**config.mk**
```make
export PLATFORM = sky130hd
export DESIGN_NAME = shift_seq_unit
export DESIGN_NICKNAME = d
export VERILOG_FILES = /design/src/rtl/shift_seq_pkg.sv /design/src/rtl/shift_seq_unit_step.sv /design/src/rtl/shift_seq_unit.sv
export SDC_FILE = /design/constraint.sdc
export NUM_CORES = 1
export LEC_CHECK = 0
export ABC_AREA = 1
export CORE_MARGIN = 2
export CORE_UTILIZATION = 44
export DETAILED_ROUTE_END_ITERATION = 6
export PLACE_DENSITY = 0.74
export SLEW_MARGIN = 5
export SYNTH_ARGS = -nofsm -noshare
export SYNTH_HDL_FRONTEND = slang
export SYNTH_SLANG_ARGS = --single-unit
```
**constraint.sdc**
```tcl
create_clock -name clk -period 1.5 [get_ports clk]
set_input_delay 0.3 -clock clk [delete_from_list [all_inputs] [get_ports clk]]
set_output_delay 0.3 -clock clk [all_outputs]
set_load 0.005 [all_outputs]
```
**src/rtl/shift_seq_pkg.sv**
```systemverilog
// Op codes, FSM states and decoded op kinds shared by the sequential shift unit.
// Pure declarations; no logic and no latency of its own.
package shift_seq_pkg;

  localparam logic [4:0] OP_SHR  = 5'b00101;
  localparam logic [4:0] OP_SHRA = 5'b00110;
  localparam logic [4:0] OP_SHL  = 5'b00111;
  localparam logic [4:0] OP_ROR  = 5'b01000;
  localparam logic [4:0] OP_ROL  = 5'b01001;

  typedef enum logic [1:0] {
    ST_IDLE  = 2'd0,
    ST_SHIFT = 2'd1,
    ST_DONE  = 2'd2
  } state_t;

  typedef enum logic [2:0] {
    K_SHR  = 3'd0,
    K_SHRA = 3'd1,
    K_SHL  = 3'd2,
    K_ROR  = 3'd3,
    K_ROL  = 3'd4,
    K_ILL  = 3'd5
  } kind_t;

endpackage

```
**src/rtl/shift_seq_unit_step.sv**
```systemverilog
// One combinational step: shifts/rotates a word by n (0..STEP) bits, returning the word and the
// last bit pushed out; zero latency, no handshake.
module shift_step
  import shift_seq_pkg::*;
#(
  parameter int WIDTH = 32,
  parameter int STEP  = 1
) (
  input  kind_t                      kind_i,
  input  logic [WIDTH-1:0]           din_i,
  input  logic [$clog2(STEP+1)-1:0]  n_i,
  output logic [WIDTH-1:0]           dout_o,
  output logic                       out_bit_o
);

  localparam int AW = $clog2(WIDTH);

  logic [AW:0]   n_ext;
  logic [AW:0]   inv_ext;
  logic [AW-1:0] idx_r;
  logic [AW-1:0] idx_l;

  // Right moves lose bit n-1 last; left moves lose bit WIDTH-n last.
  assign n_ext   = (AW+1)'(n_i);
  assign inv_ext = (AW+1)'(WIDTH) - n_ext;
  assign idx_r   = n_ext[AW-1:0] - AW'(1);
  assign idx_l   = inv_ext[AW-1:0];

  always_comb begin
    dout_o    = din_i;
    out_bit_o = 1'b0;
    case (kind_i)
      K_SHR: begin
        dout_o    = din_i >> n_ext;
        out_bit_o = din_i[idx_r];
      end
      K_SHRA: begin
        dout_o    = $signed(din_i) >>> n_ext;
        out_bit_o = din_i[idx_r];
      end
      K_SHL: begin
        dout_o    = din_i << n_ext;
        out_bit_o = din_i[idx_l];
      end
      K_ROR: begin
        dout_o    = (din_i >> n_ext) | (din_i << inv_ext);
        out_bit_o = din_i[idx_r];
      end
      K_ROL: begin
        dout_o    = (din_i << n_ext) | (din_i >> inv_ext);
        out_bit_o = din_i[idx_l];
      end
      default: ;
    endcase
    if (n_i == '0) out_bit_o = 1'b0;
  end

endmodule

```
**src/rtl/shift_seq_unit.sv**
```systemverilog
// Multi-cycle SHR/SHRA/SHL/ROR/ROL, STEP bits per cycle; done ceil(amt/STEP)+1 cycles after accept.
// start ignored while busy; carry_out tracking only when SHIFT_CARRY_EN is defined.
module shift_seq_unit
  import shift_seq_pkg::*;
#(
  parameter int WIDTH = 32,
  parameter int STEP  = 1,
  parameter int OPW   = 5
) (
  input  logic                     clk,
  input  logic                     clr,
  input  logic                     start,
  input  logic [OPW-1:0]           op,
  input  logic [WIDTH-1:0]         a_in,
  input  logic [$clog2(WIDTH)-1:0] amt,
  output logic                     busy,
  output logic                     done,
  output logic [WIDTH-1:0]         result,
  output logic                     carry_out,
  output logic                     illegal_op
);

  localparam int AW = $clog2(WIDTH);
  localparam int NW = $clog2(STEP+1);

  state_t           state_q, state_d;
  logic [WIDTH-1:0] work_q, work_d;
  logic [AW-1:0]    rem_q, rem_d;
  kind_t            kind_q, kind_d;
  logic             ill_q, ill_d;

  kind_t            op_kind;
  logic             accept;
  logic [NW-1:0]    step_n;
  logic [WIDTH-1:0] step_dat;
  logic             step_bit;

  always_comb begin
    op_kind = K_ILL;
    case (op)
      OPW'(OP_SHR):  op_kind = K_SHR;
      OPW'(OP_SHRA): op_kind = K_SHRA;
      OPW'(OP_SHL):  op_kind = K_SHL;
      OPW'(OP_ROR):  op_kind = K_ROR;
      OPW'(OP_ROL):  op_kind = K_ROL;
      default:       op_kind = K_ILL;
    endcase
  end

  // The done cycle is not busy, so a new request can start back-to-back.
  assign accept = start && (state_q != ST_SHIFT);

  always_comb begin
    if (32'(rem_q) >= 32'(STEP)) step_n = NW'(STEP);
    else                         step_n = NW'(rem_q);
  end

  shift_step #(
    .WIDTH (WIDTH),
    .STEP  (STEP)
  ) u_step (
    .kind_i    (kind_q),
    .din_i     (work_q),
    .n_i       (step_n),
    .dout_o    (step_dat),
    .out_bit_o (step_bit)
  );

  always_comb begin
    state_d = state_q;
    work_d  = work_q;
    rem_d   = rem_q;
    kind_d  = kind_q;
    ill_d   = ill_q;
    case (state_q)
      ST_SHIFT: begin
        work_d = step_dat;
        rem_d  = rem_q - AW'(step_n);
        if (rem_d == '0) state_d = ST_DONE;
      end
      default: begin
        state_d = ST_IDLE;
        if (accept) begin
          work_d  = a_in;
          rem_d   = amt;
          kind_d  = op_kind;
          ill_d   = (op_kind == K_ILL);
          state_d = ((amt == '0) || (op_kind == K_ILL)) ? ST_DONE : ST_SHIFT;
        end
      end
    endcase
  end

  always_ff @(posedge clk) begin
    if (clr) begin
      state_q <= ST_IDLE;
      work_q  <= '0;
      rem_q   <= '0;
      kind_q  <= K_ILL;
      ill_q   <= 1'b0;
    end else begin
      state_q <= state_d;
      work_q  <= work_d;
      rem_q   <= rem_d;
      kind_q  <= kind_d;
      ill_q   <= ill_d;
    end
  end

  assign busy       = (state_q == ST_SHIFT);
  assign done       = (state_q == ST_DONE);
  assign illegal_op = done && ill_q;
  assign result     = work_q;

`ifdef SHIFT_CARRY_EN
  logic carry_q, carry_d;

  always_comb begin
    carry_d = carry_q;
    if (accept)                     carry_d = 1'b0;
    else if (state_q == ST_SHIFT)   carry_d = step_bit;
  end

  always_ff @(posedge clk) begin
    if (clr) carry_q <= 1'b0;
    else     carry_q <= carry_d;
  end

  assign carry_out = carry_q;
`else
  logic unused_step_bit;
  assign unused_step_bit = step_bit;
  assign carry_out       = 1'b0;
`endif

endmodule

```
Word level (Yosys, flattened, before mapping)
Index checks and enable logic that the tools add are counted.
- input port bits: 45
- register bits: 43
- equality and inequality tests: 15
- reduce and logical (&&, ||, !) cells: 9
- shifts and indexed selects: 5
- bitwise gates (word level): 3
- add/subtract/negate cells: 2
- order comparisons: 1
- muxes and demuxes: 11
- operators with widths (kind ; number):
    32-bit case mux with 5 select lines ; 1
    32-bit 2-to-1 mux ; 2
    32-bit bitwise OR ; 2
    32-bit by 1-bit << shifter with 32-bit output ; 1
    32-bit by 6-bit << shifter with 32-bit output ; 1
    32-bit by 1-bit right shift with 32-bit output ; 1
    32-bit by 6-bit right shift with 32-bit output ; 1
    32-bit by 1-bit >>> shifter with 32-bit output ; 1
    5-bit by 3-bit == test with 1-bit output (second input constant) ; 3
    3-bit case mux with 5 select lines ; 1
    5-bit by 4-bit == test with 1-bit output (second input constant) ; 2
    5-bit logical NOT ; 2
    5-bit 2-to-1 mux ; 2
    2-bit 2-to-1 mux ; 4
    3-bit by 2-bit == test with 1-bit output (second input constant) ; 2
    3-bit == test (second input constant) ; 2
    6-bit by 1-bit inequality test with 1-bit output (second input constant) ; 1
    6-bit by 1-bit subtractor with 6-bit output (first input constant) ; 1
    5-bit by 1-bit greater-or-equal comparator with 1-bit output (second input constant) ; 1
    5-bit by 1-bit subtractor with 5-bit output ; 1
    2-bit by 1-bit inequality test with 1-bit output (second input constant) ; 2
    2-bit AND reduction ; 2
    3-bit by 1-bit == test with 1-bit output (second input constant) ; 1
    3-bit logical NOT ; 1
    7 further kinds ; 8

Logic depth before layout (Yosys ltp)
- word-level depth: 7
- gate-level depth with buffers: 12
- depth with buffers taken out: 12

Hierarchy
Synthesis repeated with hierarchy kept, for this count alone.
- cells, all modules: 573
- area, all modules: 3319.4 µm²
- modules (own cells, without submodules) (module ; cells an instance ; times used ; area an instance (µm²)):
    shift_seq_unit ; 287 ; 1 ; 2020.7
    shift_step ; 286 ; 1 ; 1298.7

Worst setup path after synthesis
OpenSTA, ideal clock, no wires.
- kind: register to register
- start point: reg rem_q[2]
- end point: reg state_q[1]
- setup time: 0.064 ns
- slack: -0.115 ns
- arrival time: 1.551 ns
- path buffers: 0
- stages on the path, launching flop included: 12
- path through: dfxtp_1 > nor2_2 > nand3_2 > inv_2 > nor2_1 > ha_1 > xor2_1 > nor2_1 > nand2_1 > o21ai_0 > nand2_1 > nor2_1
- cells in the longest elaborated chain, start to end: 5
- ends and longest elaborated chain (element ; line ; source):
    start: declaration ; shift_seq_unit.sv:28 ; logic [AW-1:0] rem_q, rem_d;
    start signal: assignment ; shift_seq_unit.sv:104 ; rem_q <= rem_d;
    5-bit by 1-bit greater-or-equal comparator with 1-bit output ; shift_seq_unit.sv:54 ; if (32'(rem_q) >= 32'(STEP)) step_n = NW'(STEP);
    1-bit 2-to-1 mux ; shift_seq_unit.sv:54 ;
    5-bit by 1-bit subtractor with 5-bit output * ; shift_seq_unit.sv:78 ; rem_d = rem_q - AW'(step_n);
    5-bit logical NOT * ; shift_seq_unit.sv:79 ; if (rem_d == '0) state_d = ST_DONE;
    2-bit by 1-bit inequality test with 1-bit output (no line) * ; -- ;
    end signal: assignment ; shift_seq_unit.sv:102 ; state_q <= state_d;
    end: declaration ; shift_seq_unit.sv:26 ; state_t state_q, state_d;
Every way passes the cells marked *; elsewhere a longest branch is shown, timed or not.
A chain may end at the register's enable or synchronous reset.

Worst setup path in the final report
- start point: reg work_q[0] (netlist: result[0])
- end point: out result[0]
- RTL lines (element ; line ; source):
    start: declaration ; shift_seq_unit.sv:27 ; logic [WIDTH-1:0] work_q, work_d;
    start signal: assignment ; shift_seq_unit.sv:103 ; work_q <= work_d;
    end: declaration ; shift_seq_unit.sv:18 ; output logic [WIDTH-1:0] result,
No word-level cell between the ends.

==> run summary <==
r2r setup slk: 0.03 ns
hold slack: 0.515 ns
#FFs+latches synth: 43
type of origin of the critical path: flop
Final Skew: 0.00583 ns
largest net degree at the start of global routing: 36
period utilization: 98.2%
Yosys warning count: 0
first-pass GRT wire length: 13.7 mm
Global Route Usage Sum: 22.8%
Lkg Pwr: 1.95 nW
placer's final routability congestion estimate: 0.885
Starting DRT DRC Count: 147
clock-pin slew on the worst setup and hold paths: 0.08 ns
DRC Markers: 5
CP Capture Type: primary output
Hold Crit Class: reg2reg
Clock Sinks: 43
Post-Route WL: 8.39 mm
maximum vdd drop: 0.000704 V
dpl ws: -0.196 ns
I/O Pins: 81
clk buf depth: 2
worst skew pair latency: 0.30 ns
Final WS setup: 0.0275 ns
Final Hold Fails: 0
Post-Syn Nets: 552
WP buf/inv: 1
Post-DRT Antenna Nets: 0
crit-path cells: clkdlybuf4s50_1
r2r endpoint: state_q[1]$_SDFFE_PP0P_
RSZ-0062 raised after global routing: yes
RR Startpoint: rem_q[3]$_SDFFE_PP0P_
CTS Root Cell: clkbuf_8
Distinct cells, synth: 30
Levels on crit path: 1
crit path DAT: 1.17 ns
failing checks: design-rule violations
required time of the worst setup path: 1.20 ns
initial antenna violation count: 0
Fill cells: 608
crit-path leading delay family: buffers and inverters
share of cells above drive strength 1: 15.2%
CTS tree: done
FP Rows: 29
Hold Crit Start: result[0]$_SDFFE_PP0P_
Tot Pwr: 3.44 mW
Avg WL per Cell: 12.6 um
hold path depth: 2
hold endpoint: result[0]$_SDFFE_PP0P_
number of vias per cell: 5.13
CP Max Fanout: 4
fmax: 679 MHz
via count: 3430
Avg Cell Area, Syn: 5.84 um2
status: finished, violations left
NumNets Final: 637
PwrDens: 830 nW/um2
Worst Setup SP: result[0]$_SDFFE_PP0P_
Setup CP Type: reg2out
placed insts: 659
fin cells: 668
vias in the first global route: 3149
HPWL after DPL: 5.97 mm
diode count: 0
R2R depth: 11
grt ovf: 0
drt first pass iters: 7
Seq/Total Area, Yosys: 29.2%
final-report max-slew violation count: 0
Initial Util: 45.9%
slowest stage cell on the critical path: clkdlybuf4s50_1
CP peak stage delay: 0.50 ns
Mapped Area: 2950 um2
number of buffers created by CTS: 5
min cycle time layout: 1.47 ns
Die H: 85.9 um
max_cap viols: 0
CORE AREA: 6420 um2
area growth from synthesis to layout: 40.7%
die width: 85.9 um
die area: 7370 um2
gate count of the mapped netlist: 505
Finish-stage setup viols: 0
number of port buffers: 79
H-tree levels: 2
==> where the power goes <==
group          leakage, nW  internal (mW)  switching, mW
registers            0.366           1.26         0.0823
logic                 1.54          0.581          0.690
clock network       0.0515          0.421          0.411
==> cells in the mapped netlist <==
cell type  number  area share [%]
o21ai_1         2            0.34
clkbuf_1        8             1.0
buf_6           3             1.1
xor2_1          2            0.59
buf_2          16             2.7
buf_4           4             1.0
nor3_2          1            0.34
nand3_2         1            0.34
conb_1          1            0.13
o22ai_1         1            0.21
nor4_1          1            0.21
nand4_1         1            0.21
o211ai_1        4             1.0
nor2_2          3            0.64
nand2_4         1            0.38
o21ai_0        41             7.0
o21a_1          1            0.25
inv_2           4            0.51
a21oi_1        97              16
nand2_1       178              23
inv_4           1            0.21
ha_1            2            0.85
inv_1          53             6.7
nor3b_1         1            0.25
nor2_1         23             2.9
dfxtp_1        43              29
nor2_4          1            0.38
nand3_1         9             1.5
buf_8           1            0.51
nand2_2         1            0.21
==> how the worst max path moves through the flow <==
stage,to,slack (ns)
after global routing,state_q[1]$_SDFFE_PP0P_,-0.08
after detailed placement,result[30]$_SDFFE_PP0P_,-0.20
after CTS,state_q[1]$_SDFFE_PP0P_,0.0001
after global placement,result[29]$_SDFFE_PP0P_,-0.15
after floorplan,state_q[1]$_SDFFE_PP0P_,-0.04
final,result[0],0.03
==> area by class of cell <==
| class | count | area (um2) | share of cell area, % |
|---|---|---|---|
| flip-flops and latches | 43 | 903 | 21.8 |
| inverters | 58 | 228 | 5.49 |
| clock buffers | 8 | 100 | 2.41 |
| multi-input cells | 372 | 1750 | 42.2 |
| repair buffers | 110 | 1070 | 25.8 |
| well taps | 77 | 96.3 | 2.32 |
==> layout by cell type (no fill, tap or decap), drive strengths merged <==
cell type      instances
nand2                180
a21oi                 97
clkdlybuf4s50         72
inv                   58
o21ai                 43
dfxtp                 43
buf                   31
nor2                  27
nand3                 10
clkbuf                 8
o211ai                 4
dlymetal6s2s           4
dlygate4sd2            3
xor2                   2
ha                     2
nor3b                  1
nor3                   1
o22ai                  1
o21a                   1
nor4                   1
nand4                  1
conb                   1
==> metrics by stage <==
stage,utilization [%],TNS (ns),area (um2)
finish,64.6,0,4150
global route,64.6,-0.244,4150
CTS,63.1,0,4050
detailed placement,61.2,-5.81,3930
global placement,61.2,-4.39,3930
floorplan,-,-0.0615,2970
==> sequential cells by signal, summed over array words and instances (netlist names) <==
signal and count:
rem_q 5, result 32, state_q 2, kind_q 3, ill_q 1
==> timing repair <==
action,4_1_cts,5_1_grt
setup buffers,0,1
pin swaps,2,2
gates resized for setup,15,39
hold buffers,0,0
endpoints found under the setup margin,35,56
==> tightest hold or removal path: stages, from the launching register on <==
cell,delay (ns)
dfxtp_4,0.37
nand2_1,0.06
a21oi_1,0.05
==> cell families after synthesis <==
kind of cell             count (synthesis)  synth area share (%)
AO/OA/AOI/OAI                          146                  25.3
XOR/XNOR                                 2                 0.594
adder cells (fa/ha/maj)                  2                 0.849
buffers and inverters                   90                  13.9
flip-flops                              43                  29.2
other                                    1                 0.127
AND/OR/NAND/NOR                        221                  30.1
==> routing by layer <==
| layer | vias up | routed length, um | GRT usage (%) |
|---|---|---|---|
| met3 | 7 | 444 | 3.95 |
| met2 | 102 | 4200 | 40.8 |
| met4 | 0 | 76 | 6.35 |
| met1 | 1544 | 3670 | 28.1 |
| met5 | - | 0 | 0 |
| li1 | 1777 | - | - |
Note: power is estimated with default switching activity, not from simulation.
